<file path="src/rtl/wide_add_seq_pkg.sv">
// Shared definitions for the wide add/subtract sequencer: word width,
// state encodings and the word-index width helper.
package wide_add_seq_pkg;

  localparam int WORD_W = 32;

  typedef enum logic [1:0] {
    S_IDLE = 2'd0,
    S_RUN  = 2'd1,
    S_DONE = 2'd2
  } state_e;

  // A single-word configuration still needs a 1-bit index register.
  function automatic int idx_width(input int words);
    return (words > 1) ? $clog2(words) : 1;
  endfunction

endpackage

</file>
<file path="src/rtl/wide_add_seq_adder.sv">
// The shared 32-bit combinational adder driven once per RUN cycle by the
// sequencer. Port names follow the existing datapath library.
module bit32Adder (
  input  logic [31:0] In1,
  input  logic [31:0] In2,
  input  logic        Cin,
  output logic [31:0] Sum,
  output logic        Cout
);

  assign {Cout, Sum} = {1'b0, In1} + {1'b0, In2} + {32'b0, Cin};

endmodule

</file>
<file path="src/rtl/wide_add_seq.sv">
// WORDS x 32-bit add/subtract, one word per clock LSW first, carry chained
// through a register into one shared bit32Adder. Valid/ready on both sides.
module wide_add_seq
  import wide_add_seq_pkg::*;
#(
  parameter int WORDS = 4
) (
  input  logic                    clk,
  input  logic                    rst_n,
  input  logic                    in_valid,
  output logic                    in_ready,
  input  logic                    op_sub,
  input  logic [WORDS*WORD_W-1:0] a,
  input  logic [WORDS*WORD_W-1:0] b,
  output logic                    out_valid,
  input  logic                    out_ready,
  output logic [WORDS*WORD_W-1:0] sum,
  output logic                    cout,
  output logic                    ovf
);

  localparam int W    = WORDS * WORD_W;
  localparam int IDXW = idx_width(WORDS);
  localparam logic [IDXW-1:0] LAST = IDXW'(WORDS - 1);

  state_e            state_q, state_d;
  logic [IDXW-1:0]   idx_q, idx_d;
  logic              carry_q, carry_d;
  logic [W-1:0]      a_q, a_d;
  logic [W-1:0]      b_q, b_d;
  logic [W-1:0]      sum_q, sum_d;
  logic              cout_q, cout_d;
  logic              ovf_q, ovf_d;

  logic [WORD_W-1:0] add_in1, add_in2, add_sum;
  logic              add_cout;

  assign add_in1 = a_q[idx_q*WORD_W +: WORD_W];
  assign add_in2 = b_q[idx_q*WORD_W +: WORD_W];

  bit32Adder u_adder (
    .In1  (add_in1),
    .In2  (add_in2),
    .Cin  (carry_q),
    .Sum  (add_sum),
    .Cout (add_cout)
  );

  always_comb begin
    state_d = state_q;
    idx_d   = idx_q;
    carry_d = carry_q;
    a_d     = a_q;
    b_d     = b_q;
    sum_d   = sum_q;
    cout_d  = cout_q;
    ovf_d   = ovf_q;
    unique case (state_q)
      S_IDLE: begin
        if (in_valid) begin
          // Subtract is A + ~B + 1: invert B here, inject the 1 as carry-in.
          a_d     = a;
          b_d     = op_sub ? ~b : b;
          carry_d = op_sub;
          idx_d   = '0;
          sum_d   = '0;
          state_d = S_RUN;
        end
      end
      S_RUN: begin
        sum_d[idx_q*WORD_W +: WORD_W] = add_sum;
        carry_d = add_cout;
        idx_d   = idx_q + IDXW'(1);
        if (idx_q == LAST) begin
          // On the last word the adder output is the top word of the result.
          cout_d  = add_cout;
          ovf_d   = (a_q[W-1] == b_q[W-1]) && (add_sum[WORD_W-1] != a_q[W-1]);
          state_d = S_DONE;
        end
      end
      S_DONE: begin
        if (out_ready) state_d = S_IDLE;
      end
      default: state_d = S_IDLE;
    endcase
  end

  always_ff @(posedge clk or negedge rst_n) begin
    if (!rst_n) begin
      state_q <= S_IDLE;
      idx_q   <= '0;
      carry_q <= 1'b0;
      a_q     <= '0;
      b_q     <= '0;
      sum_q   <= '0;
      cout_q  <= 1'b0;
      ovf_q   <= 1'b0;
    end else begin
      state_q <= state_d;
      idx_q   <= idx_d;
      carry_q <= carry_d;
      a_q     <= a_d;
      b_q     <= b_d;
      sum_q   <= sum_d;
      cout_q  <= cout_d;
      ovf_q   <= ovf_d;
    end
  end

  assign in_ready  = (state_q == S_IDLE);
  assign out_valid = (state_q == S_DONE);
  assign sum       = sum_q;
  assign cout      = cout_q;
  assign ovf       = ovf_q;

endmodule

</file>
<file path="config.mk">
export PLATFORM = sky130hd
export DESIGN_NAME = wide_add_seq
export DESIGN_NICKNAME = d
export VERILOG_FILES = /design/src/rtl/wide_add_seq_pkg.sv /design/src/rtl/wide_add_seq_adder.sv /design/src/rtl/wide_add_seq.sv
export SDC_FILE = /design/constraint.sdc
export NUM_CORES = 1
export LEC_CHECK = 0
export CELL_PAD_IN_SITES_DETAIL_PLACEMENT = 2
export CELL_PAD_IN_SITES_GLOBAL_PLACEMENT = 2
export CORE_ASPECT_RATIO = 1.5
export CORE_MARGIN = 2
export CORE_UTILIZATION = 34
export DETAILED_ROUTE_END_ITERATION = 6
export GPL_TIMING_DRIVEN = 0
export HOLD_SLACK_MARGIN = 0.02
export PLACE_DENSITY_LB_ADDON = 0.1
export SYNTH_ARGS = -nofsm -noshare
export SYNTH_HDL_FRONTEND = slang
export SYNTH_SLANG_ARGS = --single-unit
</file>
<file path="constraint.sdc">
create_clock -name clk -period 4.4 [get_ports clk]
set_input_delay 1.32 -clock clk [delete_from_list [all_inputs] [get_ports clk]]
set_output_delay 1.32 -clock clk [all_outputs]
set_load 0.01 [all_outputs]
</file>
* Word level (Yosys, flattened, before mapping)
Cells that the tools add are included.
** Word-level totals
- Register bits :: 391
- Bits of input ports :: 261
- Output and inout bits :: 132
- Word-level logic and storage cells :: 44
** Cells by class
- Add/subtract/negate cells :: 4
- Eq/ne operators :: 8
- Shifts and indexed selects :: 4
- Mux-type cells :: 12
- Bitwise operators :: 1
- Reduce and logical (&&, ||, !) cells :: 7
** Operators with widths (number)
- 128-bit 2-to-1 mux :: 2
- 128-bit case mux with 2 select lines :: 1
- 128-bit by 8-bit variable part select with 32-bit output :: 2
- 128-bit bitwise mux :: 1
- 128-bit NOT :: 1
- 32-bit by 34-bit variable shift with 128-bit output (first input constant) :: 1
- 32-bit by 34-bit variable part select with 128-bit output :: 1
- 7-bit negator with 34-bit output :: 1
- 32-bit by 32-bit adder with 33-bit output :: 1
- 33-bit by 1-bit adder with 33-bit output :: 1
- 2-bit 2-to-1 mux :: 4
- 2-bit case mux with 3 select lines :: 1
- 2-bit AND reduction :: 3
- 2-bit == test (second input constant) :: 2
- 2-bit != test (second input constant) :: 2
- 2-bit case mux with 2 select lines :: 1
- 3-bit AND reduction :: 1
- 2-bit by 1-bit adder with 2-bit output (second input constant) :: 1
- 2-bit by 1-bit == test with 1-bit output (second input constant) :: 1
- 2-bit logical NOT :: 1
- 2-bit by 1-bit != test with 1-bit output (second input constant) :: 1
- 1-bit case mux with 2 select lines :: 1
- 2-bit nonzero test :: 1
- 1-bit == test :: 1
- other kinds (3) :: 3

* Depth between registers and ports, before layout
Gate-level depths: netlist (run 1).
- Word-level depth :: 6
- Mapped depth :: 14
- Mapped depth without buffers :: 12

* Modules after synthesis
Synthesis (run 1) repeated with hierarchy kept, for this count alone.
** Second synthesis, totals
- Cell total of the unflattened synthesis :: 1484
- Area, all modules :: 18987.0 um^2
** By module, submodules not included
- wide_add_seq :: instances 1, cells an instance 1240, area each 17236.5 um^2, seq. area each 9784.4 um^2
- bit32Adder :: instances 1, cells an instance 244, area each 1750.4 um^2, seq. area each 0.0 um^2

* Least setup slack after synthesis (run 1)
Ideal clock, no wire load.
- Path type :: register -> register
- Start :: register idx_q[0]
- End :: register carry_q
- Setup time :: 0.129 ns
- Arrival :: 3.863 ns
- Data required time :: 4.271 ns
- Setup slack :: 0.408 ns
- Stages on the path, launching flop included :: 14
- Buffers on the path :: 2
- Clock period less this slack :: 3.992 ns
- Path through :: dfrtp_1 -> clkbuf_1 -> buf_1 -> mux4_2 -> ha_1 -> a21o_1 -> a21o_1 -> a21o_1 -> a2111oi_4 -> o31ai_1 -> a41o_2 -> a21o_1 -> a311oi_2 -> o31ai_1
** Between the ends
- Longest elaborated chain between the ends :: 4
- Elaborated cells between the ends (all ways) :: 5
- Those cells by class :: add/sub (2); shift (2); mux (1)
** RTL lines
- start, declared :: line wide_add_seq.sv:27 : logic [IDXW-1:0] idx_q, idx_d;
- start signal, assigned :: line wide_add_seq.sv:100 : idx_q <= idx_d;
- 128-bit by 8-bit variable part select with 32-bit output (on tied branches) :: line wide_add_seq.sv:38, wide_add_seq.sv:39
- 32-bit by 32-bit adder with 33-bit output * :: line wide_add_seq_adder.sv:11 : assign {Cout, Sum} = {1'b0, In1} + {1'b0, In2} + {32'b0, Cin};
- 33-bit by 1-bit adder with 33-bit output * :: line wide_add_seq_adder.sv:11
- 1-bit case mux with 2 select lines * :: line wide_add_seq.sv:58 : unique case (state_q)
- end signal, assigned :: line wide_add_seq.sv:101 : carry_q <= carry_d;
- end, declared :: line wide_add_seq.sv:28 : logic carry_q, carry_d;
Every way passes the cells marked *; elsewhere a longest branch is shown, timed or not.
A chain may end at the register's enable or synchronous reset.

* Worst setup path in the final report (run 1)
- Start :: register idx_q[0]
- End :: register sum_q[56] (netlist: sum[56])
** Between the ends
- Longest elaborated chain between the ends :: 6
- Elaborated cells between the ends (all ways) :: 9
- Those cells by class :: add/sub (3); shift (4); mux (2)
** RTL lines
- 128-bit by 8-bit variable part select with 32-bit output (on tied branches) :: line wide_add_seq.sv:38, wide_add_seq.sv:39
- 32-bit by 32-bit adder with 33-bit output :: line wide_add_seq_adder.sv:11
- 33-bit by 1-bit adder with 33-bit output :: line wide_add_seq_adder.sv:11
- 32-bit by 34-bit variable part select with 128-bit output :: line wide_add_seq.sv:71 : sum_d[idx_q*WORD_W +: WORD_W] = add_sum;
- 128-bit bitwise mux * :: line wide_add_seq.sv:71
- 128-bit case mux with 2 select lines * :: line wide_add_seq.sv:58
- end signal, assigned :: line wide_add_seq.sv:104 : sum_q <= sum_d;
- end, declared :: line wide_add_seq.sv:31 : logic [W-1:0] sum_q, sum_d;
Marks and branches as above.

==> flow_metrics.env, run 1 <==
export IMPL_status="completed"
export IMPL_relSlewSlack=0.315
export IMPL_p_per_area_nw_per_um2=1010
export IMPL_grt_usage=0.251
export IMPL_async_reset_ff_frac=1.00
export IMPL_rrSetupSlack_ps=250
export IMPL_grt_start_max_net_pins=120
export IMPL_required_ps=4880
export IMPL_synth_area_per_cell_um2=12.3
export IMPL_syn_inst=1499
export IMPL_wl_um=70500
export IMPL_vias=14131
export IMPL_timing_final_crit_period_ps=4150
export IMPL_hold_slack_ps=484
export IMPL_seqPwrFrac=0.249
export IMPL_overflow=0
export IMPL_reg2reg_from="idx_q[0]"
export IMPL_insertion_delay_ps=560
export IMPL_drc=0
export IMPL_firstDrtPassIters=5
export IMPL_finalSetupViolCount=0
export IMPL_cp_slowest_cell="mux4_2"
export IMPL_cts_max_level=2
export IMPL_max_freq_ghz=0.241
export IMPL_gp_congestion=0.807
export IMPL_start_kind="register"
export IMPL_cts_tree="done"
export IMPL_setup_tns_ps=0
export IMPL_cellLeakagePower_nw=10.0
export IMPL_min_path_type="register to register"
export IMPL_dpl_worst_slack_ps=-1140
export IMPL_crit_path_max_incr_delay_ps=560
export IMPL_grt_pass1_vias=16334
export IMPL_die_x_um=194
export IMPL_drive_gt1_frac=0.155
export IMPL_syn_cell_area_um2=18400
export IMPL_syn2layout_area_growth_pct=34.8
export IMPL_hold_end="sum[75]"
export IMPL_power_switching_mw=11.7
export IMPL_dp_cells=2583
export IMPL_clk_pin_slew_worst_paths_ps=60
export IMPL_crit_chain="buf_8, buf_12, buf_4, mux4_2, ha_1, a21oi_2, nand4b_1, a211oi_2, o21ai_2, and3_4, o41ai_2, a221oi_2, xnor2_2, a22o_1"
export IMPL_finalClockSkew_ps=22.4
export IMPL_antenna_found_initial=3
export IMPL_p_int_mw=13.4
export IMPL_cts_sinks=391
export IMPL_routed_via_density=5.31
export IMPL_pin_count=393
export IMPL_r2r_end="sum[56]"
export IMPL_period_share=0.943
export IMPL_ir_drop_mv=0.449
export IMPL_cts_buffers=41
export IMPL_antenna_left=0
export IMPL_synthDistinctLibCells=56
export IMPL_fp_coreArea_um2=53600
export IMPL_ys_seq_area_frac=0.531
export IMPL_synth_nets=1797
export IMPL_layoutNonFillerInstCount=2660
export IMPL_rows=104
export IMPL_cts_buffer_depth=3
export IMPL_criticalPathCategory="register to register"
export IMPL_ys_ff_latch=391
export IMPL_die_area_um2=56100
export IMPL_report_final_hold_viol_count=0
export IMPL_nets=2242
export IMPL_max_cap_violations=0
export IMPL_die_height_um=289
export IMPL_ctsRootBufferMaster="clkbuf_16"
export IMPL_grt_pass1_wl_um=106000
export IMPL_clock_power_share=0.142
export IMPL_crit_fanout=9
export IMPL_yosys_warnings=0
export IMPL_min_path_cells=2
export IMPL_tightest_slew_ps=1030
export IMPL_crit_arrival_ps=4630
export IMPL_worstHoldStart="sum[75]"
export IMPL_power_mw=25.0
export IMPL_worst_slack_ps=250
export IMPL_worstSetupEndpointType="register"
export IMPL_synth_main_ff_cell="dfrtp_1"
export IMPL_r2r_cells=14
export IMPL_wire_per_inst_um=26.5
export IMPL_synth_edff_count=0
export IMPL_final_max_slew_viol_count=0
export IMPL_drt_initial_drc_count=465
export IMPL_start_util=0.344
export IMPL_place_hpwl_um=54700
export IMPL_comb_power_share=0.610
export IMPL_port_buffers=391
export IMPL_swShare=0.465
==> worst max path at each step <==
| stage | from | to | slack (ps) | depth (start not counted) |
|---|---|---|---|---|
| 2_1_floorplan | idx_q[0] | carry_q | 410 | 13 |
| 3_3_place_gp | rst_n | b_q[120] | -15370 | 1 |
| 3_5_place_dp | idx_q[0] | sum[56] | -1140 | 14 |
| 4_1_cts | idx_q[0] | sum[123] | 2 | 13 |
| 5_1_grt | idx_q[0] | sum[56] | -0.9 | 14 |
| 6_report | idx_q[0] | sum[56] | 250 | 14 |
==> sequential cells by signal, summed over array words and instances, names as in the netlist <==
signal and flops:
cout 1, ovf 1, idx_q 2, sum 128, state_q 2, a_q 128
b_q 128, carry_q 1
==> cell usage after synthesis (6+ instances only) <==
| cell | instances | area share |
|---|---|---|
| a21o_1 | 25 | 0.010 |
| xnor2_1 | 146 | 0.069 |
| dfrtp_1 | 391 | 0.53 |
| inv_1 | 7 | 0.0014 |
| buf_1 | 10 | 0.0020 |
| ha_1 | 35 | 0.024 |
| xor2_1 | 7 | 0.0033 |
| a21oi_1 | 160 | 0.043 |
| nand4_1 | 6 | 0.0020 |
| clkbuf_1 | 93 | 0.019 |
| nor2_1 | 155 | 0.032 |
| a22o_1 | 108 | 0.051 |
| nand2_1 | 49 | 0.010 |
| mux2_2 | 128 | 0.078 |
| o21ai_0 | 30 | 0.0082 |
| mux4_2 | 64 | 0.078 |
==> placed cells by master, fill, tap and decap left out, types with 5 or more instances in the layout <==
master and count:
dfrtp_1 390, clkdlybuf4s50_1 390, a21oi_1 158, nor2_1 155
xnor2_1 142, mux2_2 128, a22o_1 108, clkbuf_1 96
mux4_2 64, nand2_1 48, clkbuf_16 43, ha_1 35
o21ai_0 30, a21o_1 25, buf_4 10, inv_1 7
nand4_1 6, xor2_1 6, clkbuf_4 5, nor2b_1 5
nand3_1 5, o21a_1 5, clkinv_2 5
==> repair_timing <==
item	CTS	global route
resized for setup	46	15
setup endpoints to repair	107	53
pin swaps	2	6
hold buffers	0	0
buffers inserted	2	5
==> cell families after synthesis <==
| family | Yosys count | share of synthesized area |
|---|---|---|
| compound gates | 367 | 0.134 |
| xor+xnor | 153 | 0.0727 |
| buf+inv | 111 | 0.0227 |
| simple gates | 247 | 0.0563 |
| flops | 391 | 0.531 |
| mux | 193 | 0.157 |
| fa+ha+maj | 37 | 0.0259 |
==> through the flow <==
stage,area [um^2],util
2_1_floorplan,18400,-
3_3_place_gp,23200,0.433
3_5_place_dp,23300,0.435
4_1_cts,24800,0.462
5_1_grt,24800,0.463
6_report,24800,0.463
==> worst max-delay path, delay by kind of cell, from the launching register on <==
family	cells	cell delay, ps
XOR/XNOR	1	380
multiplexers	1	560
AO/OA/AOI/OAI	6	1400
AND/OR/NAND/NOR	2	470
flip-flops	1	400
buffers and inverters	3	460
adder cells (fa/ha/maj)	1	410
==> metal layers <==
metal,wire length [um],global-route usage
met5,0,0
met4,1050,0.0515
met3,2450,0.0293
met2,39500,0.490
met1,27500,0.293
==> final cells by class <==
| type | instances | area, um^2 |
|---|---|---|
| fill | 5398 | 28800 |
| antenna | 3 | 7.51 |
| sequential | 391 | 9790 |
| tap | 689 | 862 |
| clock inverter | 12 | 170 |
| inverter | 7 | 26.3 |
| multi-input combinational | 997 | 8320 |
| clock buffer | 55 | 1150 |
| timing repair buffer | 402 | 4060 |
| buffer | 104 | 455 |
==> power by group through the flow <==
stage                     registers [mW]  clock network (mW)  logic, mW
after global routing                6.44                3.76       16.6
after floorplan                     6.09                   0       9.00
after detailed placement            6.28                   0       14.8
after global placement              6.17                   0       14.4
after CTS                           6.24                3.62       15.4
final                               6.23                3.55       15.3
Power figures use the tool's default switching activity.
==> run 2: changes to the inputs <==
Settings changed: PLACE_DENSITY from default to 0.9, PLACE_DENSITY_LB_ADDON 0.1 to default.
==> run 2 against run 1 <==
Against the previous run:
- cell count rose by 0.90%
- via count rose by 5.0%
- combinational power rose by 5%
- routed wire length rose by 15%
- core utilization rose by 0.24 points
- largest cell class unchanged
- first-iteration DRC count rose by 82%
- register-to-register slack got worse by 110 ps
- sequential power rose by 3%
==> flow_metrics.env, run 2 (same netlist as run 1, synthesis figures left out) <==
export IMPL_dpl_worst_slack_ps=-1090
export IMPL_start_kind="register"
export IMPL_cellLeakagePower_nw=10.1
export IMPL_timing_final_crit_period_ps=4260
export IMPL_start_util=0.344
export IMPL_antenna_left=0
export IMPL_relSlewSlack=0.316
export IMPL_required_ps=4840
export IMPL_crit_fanout=10
export IMPL_die_x_um=194
export IMPL_finalSetupViolCount=0
export IMPL_ctsRootBufferMaster="clkbuf_16"
export IMPL_layoutNonFillerInstCount=2684
export IMPL_grt_pass1_vias=17532
export IMPL_fp_coreArea_um2=53600
export IMPL_firstDrtPassIters=5
export IMPL_wl_um=81100
export IMPL_worstSetupEndpointType="register"
export IMPL_nets=2241
export IMPL_drive_gt1_frac=0.157
export IMPL_p_per_area_nw_per_um2=1050
export IMPL_worst_slack_ps=140
export IMPL_pin_count=393
export IMPL_reg2reg_from="idx_q[0]"
export IMPL_routed_via_density=5.53
export IMPL_fillCellCount=5252
export IMPL_cts_buffers=41
export IMPL_syn2layout_area_growth_pct=35.5
export IMPL_die_height_um=289
export IMPL_final_max_slew_viol_count=0
export IMPL_drt_initial_drc_count=848
export IMPL_cts_buffer_depth=3
export IMPL_hold_end="ovf"
export IMPL_cts_sinks=391
export IMPL_wire_per_inst_um=30.2
export IMPL_drc=0
export IMPL_layout_common_cells="dfrtp_1, clkdlybuf4s50_1, a21oi_1"
export IMPL_place_hpwl_um=60400
export IMPL_gp_congestion=0.818
export IMPL_finalClockSkew_ps=15.0
export IMPL_mostFrequentLayoutCell="dfrtp_1"
export IMPL_vias=14833
export IMPL_grt_pass1_wl_um=119000
export IMPL_dp_cells=2583
export IMPL_worstHoldStart="ovf"
export IMPL_tightest_slew_ps=1030
export IMPL_crit_arrival_ps=4700
export IMPL_hold_slack_ps=500
export IMPL_rrSetupSlack_ps=140
export IMPL_port_buffers=391
export IMPL_clk_pin_slew_worst_paths_ps=70
export IMPL_status="completed"
export IMPL_period_share=0.968
export IMPL_grt_start_max_net_pins=127
export IMPL_criticalPathCategory="register to register"
export IMPL_power_mw=26.2
export IMPL_rows=104
export IMPL_r2r_end="sum[120]"
export IMPL_antenna_found_initial=17
export IMPL_overflow=0
export IMPL_cts_max_level=2
export IMPL_die_area_um2=56100
export IMPL_min_path_cells=2
export IMPL_r2r_cells=14
export IMPL_insertion_delay_ps=560
export IMPL_cts_tree="done"
export IMPL_postCtsHoldBufs=0
export IMPL_report_final_hold_viol_count=0
export IMPL_ir_drop_mv=0.502
export IMPL_min_path_type="register to register"
export IMPL_grt_usage=0.286
export IMPL_max_freq_ghz=0.235
export IMPL_max_cap_violations=0
[run 2: final cells by class]
type	instances	area [um^2]	area share
Sequential cell	391	9780	0.392
Multi-Input combinational cell	997	8350	0.334
Timing Repair Buffer	401	4050	0.162
Clock buffer	60	1220	0.0489
Tap cell	689	862	0.0345
Buffer	104	458	0.0183
Clock inverter	14	159	0.00637
Antenna cell	21	52.6	0.00211
Inverter	7	26.3	0.00105
[run 2: how the worst max path moves through the flow]
stage	from	to	slack, ps	cells past startpoint
after global placement	rst_n	sum[91]	-14620	1
after global routing	idx_q[0]	sum[117]	-50	12
final	idx_q[0]	sum[120]	140	14
after CTS	idx_q[0]	ovf	0.5	13
after detailed placement	idx_q[0]	ovf	-1090	13
after floorplan	idx_q[0]	carry_q	410	13
[run 2: per-stage QoR]
step                area (um^2)  setup TNS (ps)  utilization
floorplan                 18400               0            -
global placement          23200        -5743090        0.433
detailed placement        23300          -72950        0.435
CTS                       24800               0        0.463
global route              25000            -265        0.466
finish                    25000               0        0.466
[run 2: layer usage]
layer  track usage  wire length (um)
met4         0.136              3990
met1         0.307             29100
met2         0.555             45100
met5             0                12
met3        0.0322              2820
[run 2: timing repair]
item,CTS,global route
endpoints found under the setup margin,99,55
pin swaps,3,5
endpoints found under the hold margin,0,0
setup buffers,2,4
gates resized for setup,45,19
[run 2: worst max-delay path: stages, from the launching register on]
cell and delay [ps]:
dfrtp_1 410, buf_8 180, buf_12 190, mux4_2 580
fa_2 410, fa_1 420, a21oi_1 180, nand4b_1 180
a211oi_1 120, o21ai_2 240, and3_4 260, o41ai_4 100
a221oi_2 380, xnor2_2 200, a22o_1 260
[run 2: report_power, final]
group | internal (mW) | leakage [nW] | switching (mW)
clock | 2.11 | 0.681 | 1.57
combinational | 6.23 | 4.64 | 9.84
sequential | 5.24 | 4.77 | 1.18
total | 13.6 | 10.1 | 12.6
==> run 3: changes to the inputs <==
Settings changed: CORE_UTILIZATION 34 to 25, PLACE_DENSITY 0.9 to 0.71, REMOVE_ABC_BUFFERS from default to 1.
==> run 3 against run 2 <==
Against the previous run:
- combinational power is 5% lower
- sequential share of layout area shrank 0.76 points
- clock skew is 19 ps higher
- clock power increased by 2%
- register-to-register slack improved by 60 ps
- fmax grew 1.5%
- clock-buffer cell count stayed put
- core utilization shrank 12 points
- worst hold slack got worse by 13 ps
- cell area up 2.1%
- non-clock buffer count down 70
- sequential cell count unchanged
==> flow_metrics.env, run 3 (same netlist as run 1, synthesis figures left out) <==
export IMPL_ctsRootBufferMaster="clkbuf_16"
export IMPL_dp_cells=2792
export IMPL_cts_buffer_depth=3
export IMPL_die_area_um2=75900
export IMPL_report_final_hold_viol_count=0
export IMPL_mostFrequentLayoutCell="clkdlybuf4s50_1"
export IMPL_critPathTopFamily="compound AO/OA/AOI/OAI gates"
export IMPL_criticalPathCategory="register to register"
export IMPL_drc=0
export IMPL_grt_pass1_wl_um=101000
export IMPL_status="completed"
export IMPL_r2r_cells=13
export IMPL_insertion_delay_ps=590
export IMPL_relSlewSlack=0.0873
export IMPL_rsz0062_at_grt="no"
export IMPL_worstSetupEndpointType="register"
export IMPL_crit_arrival_ps=4670
export IMPL_min_path_type="register to register"
export IMPL_drive_gt1_frac=0.175
export IMPL_max_cap_violations=0
export IMPL_cellLeakagePower_nw=10.2
export IMPL_wl_um=67500
export IMPL_antenna_left=0
export IMPL_fp_coreArea_um2=72800
export IMPL_antenna_found_initial=8
export IMPL_gp_congestion=0.806
export IMPL_final_max_slew_viol_count=0
export IMPL_power_switching_mw=11.5
export IMPL_pin_count=393
export IMPL_crit_chain="buf_6, mux4_2, fa_2, fa_1, a21oi_1, nand4b_1, a211oi_1, o21ai_2, a21boi_2, a41o_2, a21o_1, a311oi_2, o31ai_1"
export IMPL_cp_num_cells=13
export IMPL_comb_power_share=0.606
export IMPL_grt_usage=0.178
export IMPL_syn2layout_area_growth_pct=38.3
export IMPL_timing_final_crit_period_ps=4200
export IMPL_cts_tree="done"
export IMPL_period_share=0.954
export IMPL_setup_tns_ps=0
export IMPL_grt_pass1_vias=15805
export IMPL_p_per_area_nw_per_um2=989
export IMPL_wire_per_inst_um=23.3
export IMPL_worst_slack_ps=202
export IMPL_crit_path_max_incr_delay_ps=560
export IMPL_die_height_um=336
export IMPL_fillCellCount=7577
export IMPL_overflow=0
export IMPL_ir_drop_mv=0.419
export IMPL_min_path_cells=2
export IMPL_tightest_slew_ps=1370
export IMPL_grt_start_max_net_pins=117
export IMPL_critPathBufInv=1
export IMPL_place_hpwl_um=49000
export IMPL_rows=121
export IMPL_max_freq_ghz=0.238
export IMPL_layoutNonFillerInstCount=2895
export IMPL_die_x_um=226
export IMPL_clock_power_share=0.148
export IMPL_power_mw=25.2
export IMPL_cp_slowest_cell="mux4_2"
export IMPL_cts_buffers=43
export IMPL_crit_fanout=7
export IMPL_firstDrtPassIters=4
export IMPL_layout_common_cells="clkdlybuf4s50_1, dfrtp_1, a21oi_1"
export IMPL_rrSetupSlack_ps=200
export IMPL_finalSetupViolCount=0
export IMPL_clk_pin_slew_worst_paths_ps=70
export IMPL_finalClockSkew_ps=34.5
export IMPL_swShare=0.456
export IMPL_vias=13779
export IMPL_port_buffers=392
export IMPL_required_ps=4870
export IMPL_p_int_mw=13.7
export IMPL_routed_via_density=4.76
export IMPL_cts_max_level=2
export IMPL_dpl_worst_slack_ps=-827
export IMPL_start_util=0.253
export IMPL_nets=2173
export IMPL_utilization=0.350
export IMPL_start_kind="register"
export IMPL_cts_sinks=391
export IMPL_seqPwrFrac=0.246
export IMPL_drt_initial_drc_count=617
[run 3: cell types whose count changed in the layout (fill, tap and decap cells not counted), sizes merged, moves of 2 or more]
cell	delta
buf	+21
clkbuf	-91
clkinvlp	+2
diode	-14
inv	-2
[run 3: routing by layer]
layer | part of all wire | global-route usage | routed length [um]
met5 | 0.00019 | 0 | 13
met3 | 0.046 | 0.0330 | 3090
met1 | 0.40 | 0.206 | 26700
met4 | 0.032 | 0.0662 | 2180
met2 | 0.53 | 0.323 | 35500
[run 3: power by group through the flow]
stage	sequential, mW	combinational, mW	clock [mW]
floorplan	6.30	9.04	0
global placement	6.56	13.7	0
detailed placement	6.40	14.7	0
CTS	6.23	15.2	3.86
global route	6.42	16.6	3.97
finish	6.21	15.3	3.73
[run 3: worst reg2reg max path, stage by stage (launching register included)]
cell and delay [ps]:
dfrtp_4 510, buf_6 200, mux4_2 570, fa_2 450, fa_1 450, a21oi_1 200, nand4b_1 200, a211oi_1 120
o21ai_2 220, a21boi_2 140, a41o_2 370, a21o_1 210, a311oi_2 320, o31ai_1 120
[run 3: what timing repair did]
| action | CTS | global route |
|---|---|---|
| setup buffers | 6 | 14 |
| pin swaps | 2 | 2 |
| cloned | 1 | 1 |
| endpoints found under the hold margin | 0 | 0 |
| hold buffers | 0 | 0 |
| gates resized for setup | 9 | 8 |
| setup endpoints to repair | 73 | 47 |
[run 3: final cells by class]
class                      count  area (um^2)  area share
sequential                   391         9790       0.384
multi-input combinational    997         8360       0.328
timing repair buffer         435         4630       0.182
clock buffer                  60         1230      0.0484
tap                          984         1230      0.0483
clock inverter                14          181     0.00712
inverter                       7         26.3     0.00103
antenna                        7         17.5    0.000688
[run 3: worst paths after layout]
check / end / from
setup / recovery: carry_q / idx_q[0]
hold / removal: sum[25] / sum[25]
setup reg to reg: carry_q / idx_q[0]
hold reg to reg: sum[25] / sum[25]
max in group asynchronous: idx_q[0] / rst_n
min in group asynchronous: b_q[36] / rst_n
[run 3: stage by stage]
step	hold WS (ps)	cell area (um^2)
after floorplan	476	18000
after global placement	465	23200
after detailed placement	481	23700
after CTS	494	25300
after global routing	514	25500
final	487	25500
